File: src/rtl/axi_counter_pkg.sv
// rtl/axi_counter_pkg.sv - shared types and AXI constants for the counter burst writer
package axi_counter_pkg;

  typedef enum logic [2:0] {
    ST_IDLE,
    ST_ADDR,
    ST_DATA,
    ST_RESP,
    ST_DONE
  } state_t;

  localparam logic [1:0] AXI_BURST_INCR = 2'b01;
  localparam logic [1:0] AXI_RESP_OKAY  = 2'b00;
  localparam int         BOUNDARY_4K    = 4096;

endpackage

File: src/rtl/acbw_burst_calc.sv
// rtl/acbw_burst_calc.sv - beats of the next burst: min(remaining, MAX_BURST, room before 4 KB)
module acbw_burst_calc
  import axi_counter_pkg::*;
#(
  parameter int DATA_WIDTH = 32,
  parameter int MAX_BURST  = 16,
  parameter int CNT_WIDTH  = 32
) (
  input  logic [11:0]          addr_i,
  input  logic [CNT_WIDTH-1:0] remaining_i,
  output logic [8:0]           beats_o,
  output logic [7:0]           awlen_o
);

  localparam int BYTES    = DATA_WIDTH / 8;
  localparam int OFF_BITS = $clog2(BYTES);
  localparam int CW       = (CNT_WIDTH > 13) ? CNT_WIDTH : 13;

  logic [12:0]   room;
  logic [8:0]    cap;
  logic [CW-1:0] rem_w;

  always_comb begin
    room  = (13'(BOUNDARY_4K) - {1'b0, addr_i}) >> OFF_BITS;
    cap   = 9'(MAX_BURST);
    if (room < {4'b0000, cap}) begin
      cap = room[8:0];
    end
    rem_w   = CW'(remaining_i);
    beats_o = (rem_w < CW'(cap)) ? rem_w[8:0] : cap;
  end

  assign awlen_o = 8'(beats_o - 9'd1);

endmodule

File: src/rtl/axi_counter_burst_writer.sv
// rtl/axi_counter_burst_writer.sv - writes an arithmetic counter pattern to memory as AXI4 INCR bursts
module axi_counter_burst_writer
  import axi_counter_pkg::*;
#(
  parameter int DATA_WIDTH = 32,
  parameter int ADDR_WIDTH = 64,
  parameter int MAX_BURST  = 16,
  parameter int CNT_WIDTH  = 32
) (
  input  logic                    clk,
  input  logic                    areset,
  input  logic                    start_i,
  input  logic [ADDR_WIDTH-1:0]   base_addr_i,
  input  logic [CNT_WIDTH-1:0]    total_i,
  input  logic [DATA_WIDTH-1:0]   init_i,
  input  logic [DATA_WIDTH-1:0]   incr_i,
  output logic                    busy_o,
  output logic                    done_o,
  output logic                    err_o,
  output logic [ADDR_WIDTH-1:0]   m_awaddr_o,
  output logic [7:0]              m_awlen_o,
  output logic [1:0]              m_awburst_o,
  output logic                    m_awvalid_o,
  input  logic                    m_awready_i,
  output logic [DATA_WIDTH-1:0]   m_wdata_o,
  output logic [DATA_WIDTH/8-1:0] m_wstrb_o,
  output logic                    m_wlast_o,
  output logic                    m_wvalid_o,
  input  logic                    m_wready_i,
  input  logic [1:0]              m_bresp_i,
  input  logic                    m_bvalid_i,
  output logic                    m_bready_o
);

  localparam int BYTES    = DATA_WIDTH / 8;
  localparam int OFF_BITS = $clog2(BYTES);

  state_t                state_q, state_d;
  logic [ADDR_WIDTH-1:0] addr_q, addr_d;
  logic [CNT_WIDTH-1:0]  remaining_q, remaining_d;
  logic [DATA_WIDTH-1:0] cnt_q, cnt_d;
  logic [DATA_WIDTH-1:0] incr_q, incr_d;
  logic [8:0]            beats_q, beats_d;
  logic [8:0]            beat_idx_q, beat_idx_d;
  logic                  err_q, err_d;

  logic [8:0]            calc_beats;
  logic [7:0]            calc_awlen;
  logic                  last_beat;

  // addr_q and remaining_q only move in RESP, so the calc output is stable through ADDR
  acbw_burst_calc #(
    .DATA_WIDTH (DATA_WIDTH),
    .MAX_BURST  (MAX_BURST),
    .CNT_WIDTH  (CNT_WIDTH)
  ) u_burst_calc (
    .addr_i      (addr_q[11:0]),
    .remaining_i (remaining_q),
    .beats_o     (calc_beats),
    .awlen_o     (calc_awlen)
  );

  assign last_beat = (beat_idx_q == beats_q - 9'd1);

  always_ff @(posedge clk or posedge areset) begin
    if (areset) begin
      state_q     <= ST_IDLE;
      addr_q      <= '0;
      remaining_q <= '0;
      cnt_q       <= '0;
      incr_q      <= '0;
      beats_q     <= '0;
      beat_idx_q  <= '0;
      err_q       <= 1'b0;
    end else begin
      state_q     <= state_d;
      addr_q      <= addr_d;
      remaining_q <= remaining_d;
      cnt_q       <= cnt_d;
      incr_q      <= incr_d;
      beats_q     <= beats_d;
      beat_idx_q  <= beat_idx_d;
      err_q       <= err_d;
    end
  end

  always_comb begin
    state_d     = state_q;
    addr_d      = addr_q;
    remaining_d = remaining_q;
    cnt_d       = cnt_q;
    incr_d      = incr_q;
    beats_d     = beats_q;
    beat_idx_d  = beat_idx_q;
    err_d       = err_q;

    case (state_q)
      ST_IDLE: begin
        if (start_i) begin
          addr_d      = base_addr_i & ~ADDR_WIDTH'(BYTES - 1);
          remaining_d = total_i;
          cnt_d       = init_i;
          incr_d      = incr_i;
          err_d       = 1'b0;
          state_d     = (total_i == '0) ? ST_DONE : ST_ADDR;
        end
      end
      ST_ADDR: begin
        if (m_awready_i) begin
          beats_d    = calc_beats;
          beat_idx_d = '0;
          state_d    = ST_DATA;
        end
      end
      ST_DATA: begin
        if (m_wready_i) begin
          cnt_d      = cnt_q + incr_q;
          beat_idx_d = beat_idx_q + 9'd1;
          if (last_beat) begin
            state_d = ST_RESP;
          end
        end
      end
      ST_RESP: begin
        if (m_bvalid_i) begin
          if (m_bresp_i != AXI_RESP_OKAY) begin
            err_d   = 1'b1;
            state_d = ST_DONE;
          end else begin
            remaining_d = remaining_q - CNT_WIDTH'(beats_q);
            addr_d      = addr_q + (ADDR_WIDTH'(beats_q) << OFF_BITS);
            state_d     = (remaining_q == CNT_WIDTH'(beats_q)) ? ST_DONE : ST_ADDR;
          end
        end
      end
      ST_DONE: state_d = ST_IDLE;
      default: state_d = ST_IDLE;
    endcase
  end

  // Payload outputs are forced to zero outside their valid phase
  assign busy_o      = (state_q == ST_ADDR) || (state_q == ST_DATA) || (state_q == ST_RESP);
  assign done_o      = (state_q == ST_DONE);
  assign err_o       = err_q;
  assign m_awburst_o = AXI_BURST_INCR;
  assign m_awvalid_o = (state_q == ST_ADDR);
  assign m_awaddr_o  = m_awvalid_o ? addr_q : '0;
  assign m_awlen_o   = m_awvalid_o ? calc_awlen : '0;
  assign m_wvalid_o  = (state_q == ST_DATA);
  assign m_wdata_o   = m_wvalid_o ? cnt_q : '0;
  assign m_wstrb_o   = {BYTES{m_wvalid_o}};
  assign m_wlast_o   = m_wvalid_o && last_beat;
  assign m_bready_o  = (state_q == ST_RESP);

endmodule

File: config.mk
export PLATFORM = sky130hd
export DESIGN_NAME = axi_counter_burst_writer
export DESIGN_NICKNAME = d
export VERILOG_FILES = /design/src/rtl/axi_counter_pkg.sv /design/src/rtl/acbw_burst_calc.sv /design/src/rtl/axi_counter_burst_writer.sv
export SDC_FILE = /design/constraint.sdc
export NUM_CORES = 1
export LEC_CHECK = 0
export ABC_AREA = 1
export BUFFER_PORTS_ARGS = -buffer_cell sky130_fd_sc_hd__buf_2
export CORE_UTILIZATION = 55
export DETAILED_ROUTE_END_ITERATION = 8
export PLACE_DENSITY = 0.77
export SLEW_MARGIN = 40
export SYNTH_ARGS = -nofsm -noshare
export SYNTH_HDL_FRONTEND = slang
export SYNTH_SLANG_ARGS = --single-unit
File: constraint.sdc
create_clock -name clk -period 7.5 [get_ports clk]
set_clock_uncertainty 0.2 [all_clocks]
set_input_delay 0.75 -clock clk [delete_from_list [all_inputs] [get_ports clk]]
set_output_delay 0.75 -clock clk [all_outputs]
set_load 0.02 [all_outputs]
; Word level (Yosys, flattened, before mapping)
; Index checks and enable logic that the tools add are counted.
[word_totals]
in_bits = 168
ff_bits = 182
wordCells = 78
[classes]
n_eq_ne = 13
n_reduce_logical = 16
n_lt_le_gt_ge = 2
n_mux = 32
add_sub_neg = 7
[ops]
columns = cell, count
row1 = 2-to-1 mux 64 bit, 4
row2 = 2-to-1 mux 32 bit, 6
row3 = case mux 32 bit (2 select lines), 2
row4 = case mux 64 bit (2 select lines), 1
row5 = adder 64 x 11 -> 64 bit, 1
row6 = 2-to-1 mux 9 bit, 4
row7 = adder 32 bit, 1
row8 = == test 32 x 9 -> 1 bit, 1
row9 = logical NOT 32 bit, 1
row10 = < comparator 32 x 9 -> 1 bit, 1
row11 = subtractor 32 x 9 -> 32 bit, 1
row12 = 2-to-1 mux 3 bit, 8
row13 = case mux 9 bit (2 select lines), 1
row14 = subtractor 13 x 12 -> 13 bit (first input constant), 1
row15 = case mux 3 bit (4 select lines), 1
row16 = < comparator 11 x 5 -> 1 bit (second input constant), 1
row17 = adder 9 x 1 -> 9 bit (second input constant), 1
row18 = == test 9 bit, 1
row19 = subtractor 9 x 1 -> 9 bit (second input constant), 1
row20 = 2-to-1 mux 8 bit, 1
row21 = inequality test 2 x 1 -> 1 bit (second input constant), 4
row22 = AND reduction 4 bit, 2
row23 = nonzero test 2 bit, 4
row24 = subtractor 8 x 1 -> 8 bit (second input constant), 1
row25 = 12 further kinds, 20

; Logic depth before layout (Yosys ltp)
; Gate-level depths: netlist of run 1.
[depth]
depth_word = 7
ltp_mapped = 27
mapped_depth_nobuf = 27

; Hierarchy
; Synthesis of run 1 repeated with hierarchy kept, for this count alone.
[hier_totals]
cells_unflattened = 2772
hier_area_um2 = 16345.7
[modules_own_cells]
columns = module, cells_each, seq_area_each_um2, area_per_inst_um2, n_inst
row1 = axi_counter_burst_writer, 2626, 4504.3, 15559.9, 1
row2 = acbw_burst_calc, 146, 0.0, 785.8, 1

; Worst setup path before layout of run 1
; Ideal clock, no wire load.
[synth_timing]
path_type = reg2out
startpoint = register addr_q[2]
endpoint = output port m_awlen_o[2]
arrival_ns = 3.017
path_stages_with_launch = 25
slack_ns = 3.533
path_buffers = 1
t_required_ns = 6.550
path_cell_list = dfrtp_1 > inv_1 > ha_1 > nand2_1 > nor2_1 > nand2_1 > a21oi_1 > nand2_1 > a21oi_1 > inv_1 > ha_1 > nand2_1 > inv_1 > nand2_1 > nand2_1 > nand2_1 > nand2_1 > nand2_2 > nand2_2 > buf_6 > nand2_4 > nand2_4 > nor2_4 > inv_1 > a21oi_1
[synth_between]
elab_chain_len = 7
[synth_lines]
columns = element, line_no
row1 = start: declaration, axi_counter_burst_writer.sv:39  ; logic [ADDR_WIDTH-1:0] addr_q, addr_d;
row2 = start signal: assignment, axi_counter_burst_writer.sv:77  ; addr_q <= addr_d;
row3 = subtractor 13 x 12 -> 13 bit (*), acbw_burst_calc.sv:24  ; room = (13'(BOUNDARY_4K) - {1'b0, addr_i}) >> OFF_BITS;
row4 = < comparator 11 x 5 -> 1 bit, acbw_burst_calc.sv:26  ; if (room < {4'b0000, cap}) begin
row5 = 2-to-1 mux 9 bit (*), acbw_burst_calc.sv:26
row6 = < comparator 32 x 9 -> 1 bit, acbw_burst_calc.sv:30  ; beats_o = (rem_w < CW'(cap)) ? rem_w[8:0] : cap;
row7 = 2-to-1 mux 9 bit (*), acbw_burst_calc.sv:30
row8 = subtractor 8 x 1 -> 8 bit (*), acbw_burst_calc.sv:33  ; assign awlen_o = 8'(beats_o - 9'd1);
row9 = 2-to-1 mux 8 bit (*), axi_counter_burst_writer.sv:148  ; assign m_awlen_o = m_awvalid_o ? calc_awlen : '0;
row10 = end: declaration, axi_counter_burst_writer.sv:21  ; output logic [7:0] m_awlen_o,
; Every way passes the cells marked *; elsewhere a longest branch is shown, timed or not.

; Worst setup path in the final report of run 1
[layout_timing]
startpoint = register addr_q[2]
endpoint = output port m_awlen_o[6]
; Same word-level chain as after synthesis.

==> results of run 1 <==
[sequential cells by signal, summed over array words and instances (netlist names)]
register,count
incr_q,32
err_o,1
addr_q,62
beats_q,9
state_q,3
remaining_q,32
cnt_q,32
beat_idx_q,9
[layout make-up]
type | count | area, µm² | area share (%)
Tap cell | 324 | 405 | 2.50
Antenna cell | 7 | 17.5 | 0.108
Timing Repair Buffer | 292 | 1520 | 9.34
Clock inverter | 13 | 221 | 1.36
Sequential cell | 180 | 4500 | 27.8
Multi-Input combinational cell | 1517 | 8070 | 49.7
Inverter | 283 | 1070 | 6.59
Clock buffer | 17 | 425 | 2.62
[stage by stage]
step / hold slack, ns / cell area, µm² / setup WS, ns
floorplan: 0.246 / 14000 / 1.66
global placement: 0.260 / 15500 / 3.05
detailed placement: 0.263 / 15600 / 2.94
CTS: 0.153 / 16200 / 2.46
global route: 0.159 / 16200 / 2.00
finish: 0.134 / 16200 / 2.46
[power groups by stage]
stage	clock network (mW)	logic, mW	registers [mW]
final	1.02	4.44	1.83
after global routing	1.06	4.96	1.88
after CTS	1.03	4.38	1.82
after detailed placement	0	4.35	1.83
after global placement	0	4.23	1.81
after floorplan	0	3.35	1.72
[cell families after synthesis]
family          after synthesis  synth area share [%]
buf+inv                     363                  10.1
other cells                   2                0.0539
flops                       180                  32.3
xor+xnor                     64                  4.02
fa+ha+maj                    64                  5.91
simple gates                909                  28.3
compound gates              472                  19.2
[layout by cell type, fill, tap and decap left out, types with 31 or more instances in the layout]
cell,synthesis,final
dfrtp_1,180,180
nand3_1,55,55
xor2_1,52,52
ha_1,61,61
o211ai_1,31,31
o21ai_0,188,188
o22ai_1,64,64
inv_1,273,271
buf_2,10,278
nand2_1,385,385
nor2_1,303,302
nor3_1,46,45
a21oi_1,104,103
[worst max-delay path by stage]
stage	from	to	slack, ns	depth (start not counted)
5_1_grt	addr_q[2]	m_awlen_o[7]	2.00	27
6_report	addr_q[2]	m_awlen_o[6]	2.46	26
3_3_place_gp	addr_q[2]	m_awlen_o[6]	3.05	26
3_5_place_dp	addr_q[2]	m_awlen_o[6]	2.94	26
2_1_floorplan	areset	addr_q[10]	1.66	1
4_1_cts	addr_q[2]	m_awlen_o[6]	2.46	26
[layer usage]
| layer | global-route usage, % | part of all wire, % | vias to the layer above |
|---|---|---|---|
| li1 | - | - | 7268 |
| met1 | 45.3 | 45 | 7025 |
| met2 | 51.3 | 45 | 646 |
| met3 | 5.24 | 7.9 | 55 |
| met4 | 10.2 | 2.1 | 2 |
| met5 | 0 | 0.028 | - |
[synthesized netlist by cell type (31+ instances only)]
master    number  area share (%)
nand3_1       55             2.0
nor2_1       303             8.2
dfrtp_1      180              32
ha_1          61             5.5
inv_1        273             7.4
xor2_1        52             3.3
o21ai_0      188             6.8
nor3_1        46             1.7
o211ai_1      31             1.7
nand2_1      385              10
clkbuf_1      54             1.5
o22ai_1       64             2.9
a21oi_1      104             3.7
==> impl_metrics.ini, run 1 <==
[setup_path]
critPathArrivalTime_ns = 4.09
critPathSlowestCell = dfrtp_1
path_delay_family = simple AND/OR/NAND/NOR gates
critPathMaxStageDelay_ns = 0.42
r2r_start = beats_q[0]
crit_path_end_kind = primary output
critPathLaunchType = flop
cpMostUsedCell = nand2_1
critPathRequiredTime_ns = 6.55
regToRegEndpoint = addr_q[42]
crit_buf_inv = 5
r2r_cells = 18
worstPathMaxFanout = 13
rrSetupSlack_ns = 3.92
critical_path_class = flop to primary output

[run_status]
status = complete, no violations

[global_routing]
grt_max_degree = 74
grt_usage_pct = 32.4
gr-total-overflow = 0
grt_pass1_wl_mm = 67.8
antenna_found_initial = 8
grt_pass1_vias = 13800

[logic_synthesis]
synth_cell_type_count = 58
synthCells = 2054
syn_avg_cell_area_um2 = 6.78
synth_seq_cells = 180
ys_async_sr_fraction_pct = 100
ys_warn_count = 0
ys_seq_area_share_pct = 32.3
synthesis.area_um2 = 13900
synthFlopType = dfrtp_1
synth-edff-count = 0

[floorplanning]
die_width_um = 161
core-area_um2 = 24600
die-area_um2 = 26000
initial_utilization_pct = 56.6
rows = 57
die-height_um = 161
io_pins = 285

[clocking]
cts_resized = 0
htree_levels = 4
cts_tree = built
cts_hold_buf = 0
cts-buffers-inserted = 17
cts.sinks = 180
cts.root.buffer_cell = clkbuf_16
cts_buffer_depth = 2
clk_pin_slew_ns = 0.07
clock_latency_ns = 0.45
post-cts-setup-buffers = 0

[hold_path]
hold_class = primary input to asynchronous set/reset pin

[power]
power_density_nw_per_um2 = 449
p_leak_nw = 7.96
peakVddDrop_mv = 0.211
power.clock.fraction_pct = 14.0
p_seq_share_pct = 25.1
intPower_mw = 3.50
fin_total_pwr_mw = 7.29
p_switching_mw = 3.79
p_sw_share_pct = 52.0
p_comb_share_pct = 60.9

[layout]
num-nets-final = 2523
drive_gt1_share_pct = 17.4
fin_util_pct = 65.9
area_delta_synth_final_pct = 16.4
layout.cells.non_filler = 2633
filler_cell_count = 2242

[detailed_routing]
viasPerCell = 5.70
wl_per_cell_um = 16.1
drtIter0Drc = 1402
first_pass_iters = 6
vias = 15000
ant_nets = 0
drt-total-wl_mm = 42.4
drc = 0

[placed_design]
portBuffers = 278
hpwl_mm = 31.5
place.gp.congestion = 0.967
dp_cells = 2596

[timing]
finalCritPeriodShare_pct = 67.2
tns_ns = 0
slew_viol_final = 0
min_period_ns = 5.04
fmax_mhz = 198
final-setup-viol-count = 0
hold_viol_final = 0
worst_pin_slew_ns = 0.737
rsz0062_at_grt = no
slew_headroom_pct = 50.9

[run]
max_cap_violations = 0
Note: power is estimated with default switching activity, not from simulation.
==> inputs of run 2 (changes only) <==
==> constraint.sdc (replaced) <==
create_clock -name clk -period 4.8 [get_ports clk]
set_clock_uncertainty 0.2 [all_clocks]
set_input_delay 0.48 -clock clk [delete_from_list [all_inputs] [get_ports clk]]
set_output_delay 0.48 -clock clk [all_outputs]
set_load 0.02 [all_outputs]
==> run 2 against run 1 <==
Compared with the run above:
- critical path type unchanged
- die area did not move
- highest routed layer unchanged
- first-iteration DRC count grew 0.64%
- count of clock-buffer cells in the layout grew 1
- critical path depth shrank 2
==> impl_metrics.ini, run 2 (synthesis results as in run 1) <==
[detailed_routing]
drc = 0
vias = 15000
drtIter0Drc = 1411
viasPerCell = 5.71
first_pass_iters = 7
drt-total-wl_mm = 43.0
ant_nets = 0
wl_per_cell_um = 16.3

[floorplanning]
core-area_um2 = 24600
rows = 57
io_pins = 285
die-height_um = 161
die-area_um2 = 26000
initial_utilization_pct = 56.6
die_width_um = 161

[run]
max_cap_violations = 0

[power]
intPower_mw = 5.28
fin_total_pwr_mw = 11.3
p_sw_share_pct = 53.1
peakVddDrop_mv = 0.532
p_comb_share_pct = 61.7
power.clock.fraction_pct = 12.9
p_leak_nw = 7.94
power_density_nw_per_um2 = 695
p_switching_mw = 5.98
p_seq_share_pct = 25.4

[timing]
hold_viol_final = 0
slew_viol_final = 0
min_period_ns = 4.35
slew_headroom_pct = 46.6
fmax_mhz = 230
finalCritPeriodShare_pct = 90.7
tns_ns = 0
rsz0062_at_grt = no
final-setup-viol-count = 0
fin_ws_ns = 0.449
worst_pin_slew_ns = 0.801

[global_routing]
grt_max_degree = 114
gr-total-overflow = 0
grt_usage_pct = 32.7
grt_pass1_vias = 13700
grt_pass1_wl_mm = 68.8
antenna_found_initial = 8

[clocking]
clock_latency_ns = 0.45
post-cts-setup-buffers = 0
clk_pin_slew_ns = 0.07
cts_tree = built
htree_levels = 4
cts_buffer_depth = 2
cts.sinks = 180
cts.root.buffer_cell = clkbuf_16
cts-buffers-inserted = 17

[layout]
area_delta_synth_final_pct = 16.3
mostFrequentLayoutCells = 384 x nand2_1, 302 x nor2_1, 278 x buf_2, 269 x inv_1, 188 x o21ai_0
largest-register = addr_q
largest_reg_flops = 62
post-route-cell-area_um2 = 16200
drive_gt1_share_pct = 17.6
final_common_cell = nand2_1
num-nets-final = 2523
layout.cells.non_filler = 2634

[setup_path]
critPathArrivalTime_ns = 3.67
crit_path_end_kind = primary output
worstPathMaxFanout = 13
critPathRequiredTime_ns = 4.12
critPathLaunchType = flop
critical_path_class = flop to primary output

[placed_design]
portBuffers = 278
dp_cells = 2594
place.gp.congestion = 0.960
place_area_um2 = 15500
hpwl_mm = 31.9
place_ws_ns = 0.605

[run_status]
status = complete, no violations

[hold_path]
hold_class = primary input to flop
## run 2: layout make-up
cell class              instances  area [µm²]
fillers                      2232        8390
diodes                          6        15.0
repair buffers                292        1540
inverters                     283        1070
multi-input cells            1517        8080
flip-flops and latches        180        4500
clock inverters                14         154
clock buffers                  18         439
well taps                     324         405
## run 2: path summary, 6_finish.rpt
path                       depth (start not counted)  slack, ns             to        from
setup / recovery                                  24       0.45   m_awlen_o[6]   addr_q[2]
hold / removal                                     3       0.04     incr_q[28]  incr_i[28]
setup reg to reg                                  18       1.31     addr_q[42]  beats_q[0]
hold reg to reg                                    2       0.29      incr_q[4]   incr_q[4]
max in group asynchronous                          5       2.97  beat_idx_q[4]      areset
min in group asynchronous                          3       0.37      addr_q[7]      areset
## run 2: power by group through the flow
stage                     sequential, mW  combinational [mW]  clock [mW]
after CTS                           2.84                6.84        1.47
after global routing                2.95                7.74        1.52
final                               2.86                6.95        1.45
after global placement              2.84                6.61           0
after detailed placement            2.86                6.78           0
after floorplan                     2.69                5.23           0
## run 2: metrics by stage
| step | util (%) | hold WS [ns] |
|---|---|---|
| after floorplan | - | 0.246 |
| after global placement | 63.1 | 0.261 |
| after detailed placement | 63.2 | 0.271 |
| after CTS | 65.6 | 0.0279 |
| after global routing | 65.9 | 0.0286 |
| final | 65.9 | 0.0394 |
## run 2: timing repair
item                       4_1_cts  5_1_grt
hold endpoints to repair         3        0
setup endpoints to repair        0        7
hold buffers                     1        0
gates resized for setup          0        6
## run 2: critical path: stages (launching register included)
cell and delay [ns]:
dfrtp_1 0.43, inv_2 0.14, ha_1 0.18, nand2_1 0.05, nor2_1 0.08, nand2_1 0.07, a21oi_2 0.18, nand2_2 0.11
nor2_1 0.16, inv_1 0.07, ha_1 0.29, a21oi_1 0.16, nand2_1 0.07, nand2_1 0.06, nand2_1 0.05, nand2_2 0.14
nand2_4 0.13, nand2_1 0.14, nand2_1 0.08, nand2_2 0.12, inv_1 0.07, nand3_1 0.11, nand2_1 0.09, a21oi_2 0.10
buf_2 0.17
## run 2: layer usage
metal	wire length, µm	GRT usage, %	part of all wire [%]
met5	13	0	0.030
met3	3350	5.80	7.8
met1	19200	46.5	45
met4	1030	9.86	2.4
met2	19400	50.8	45
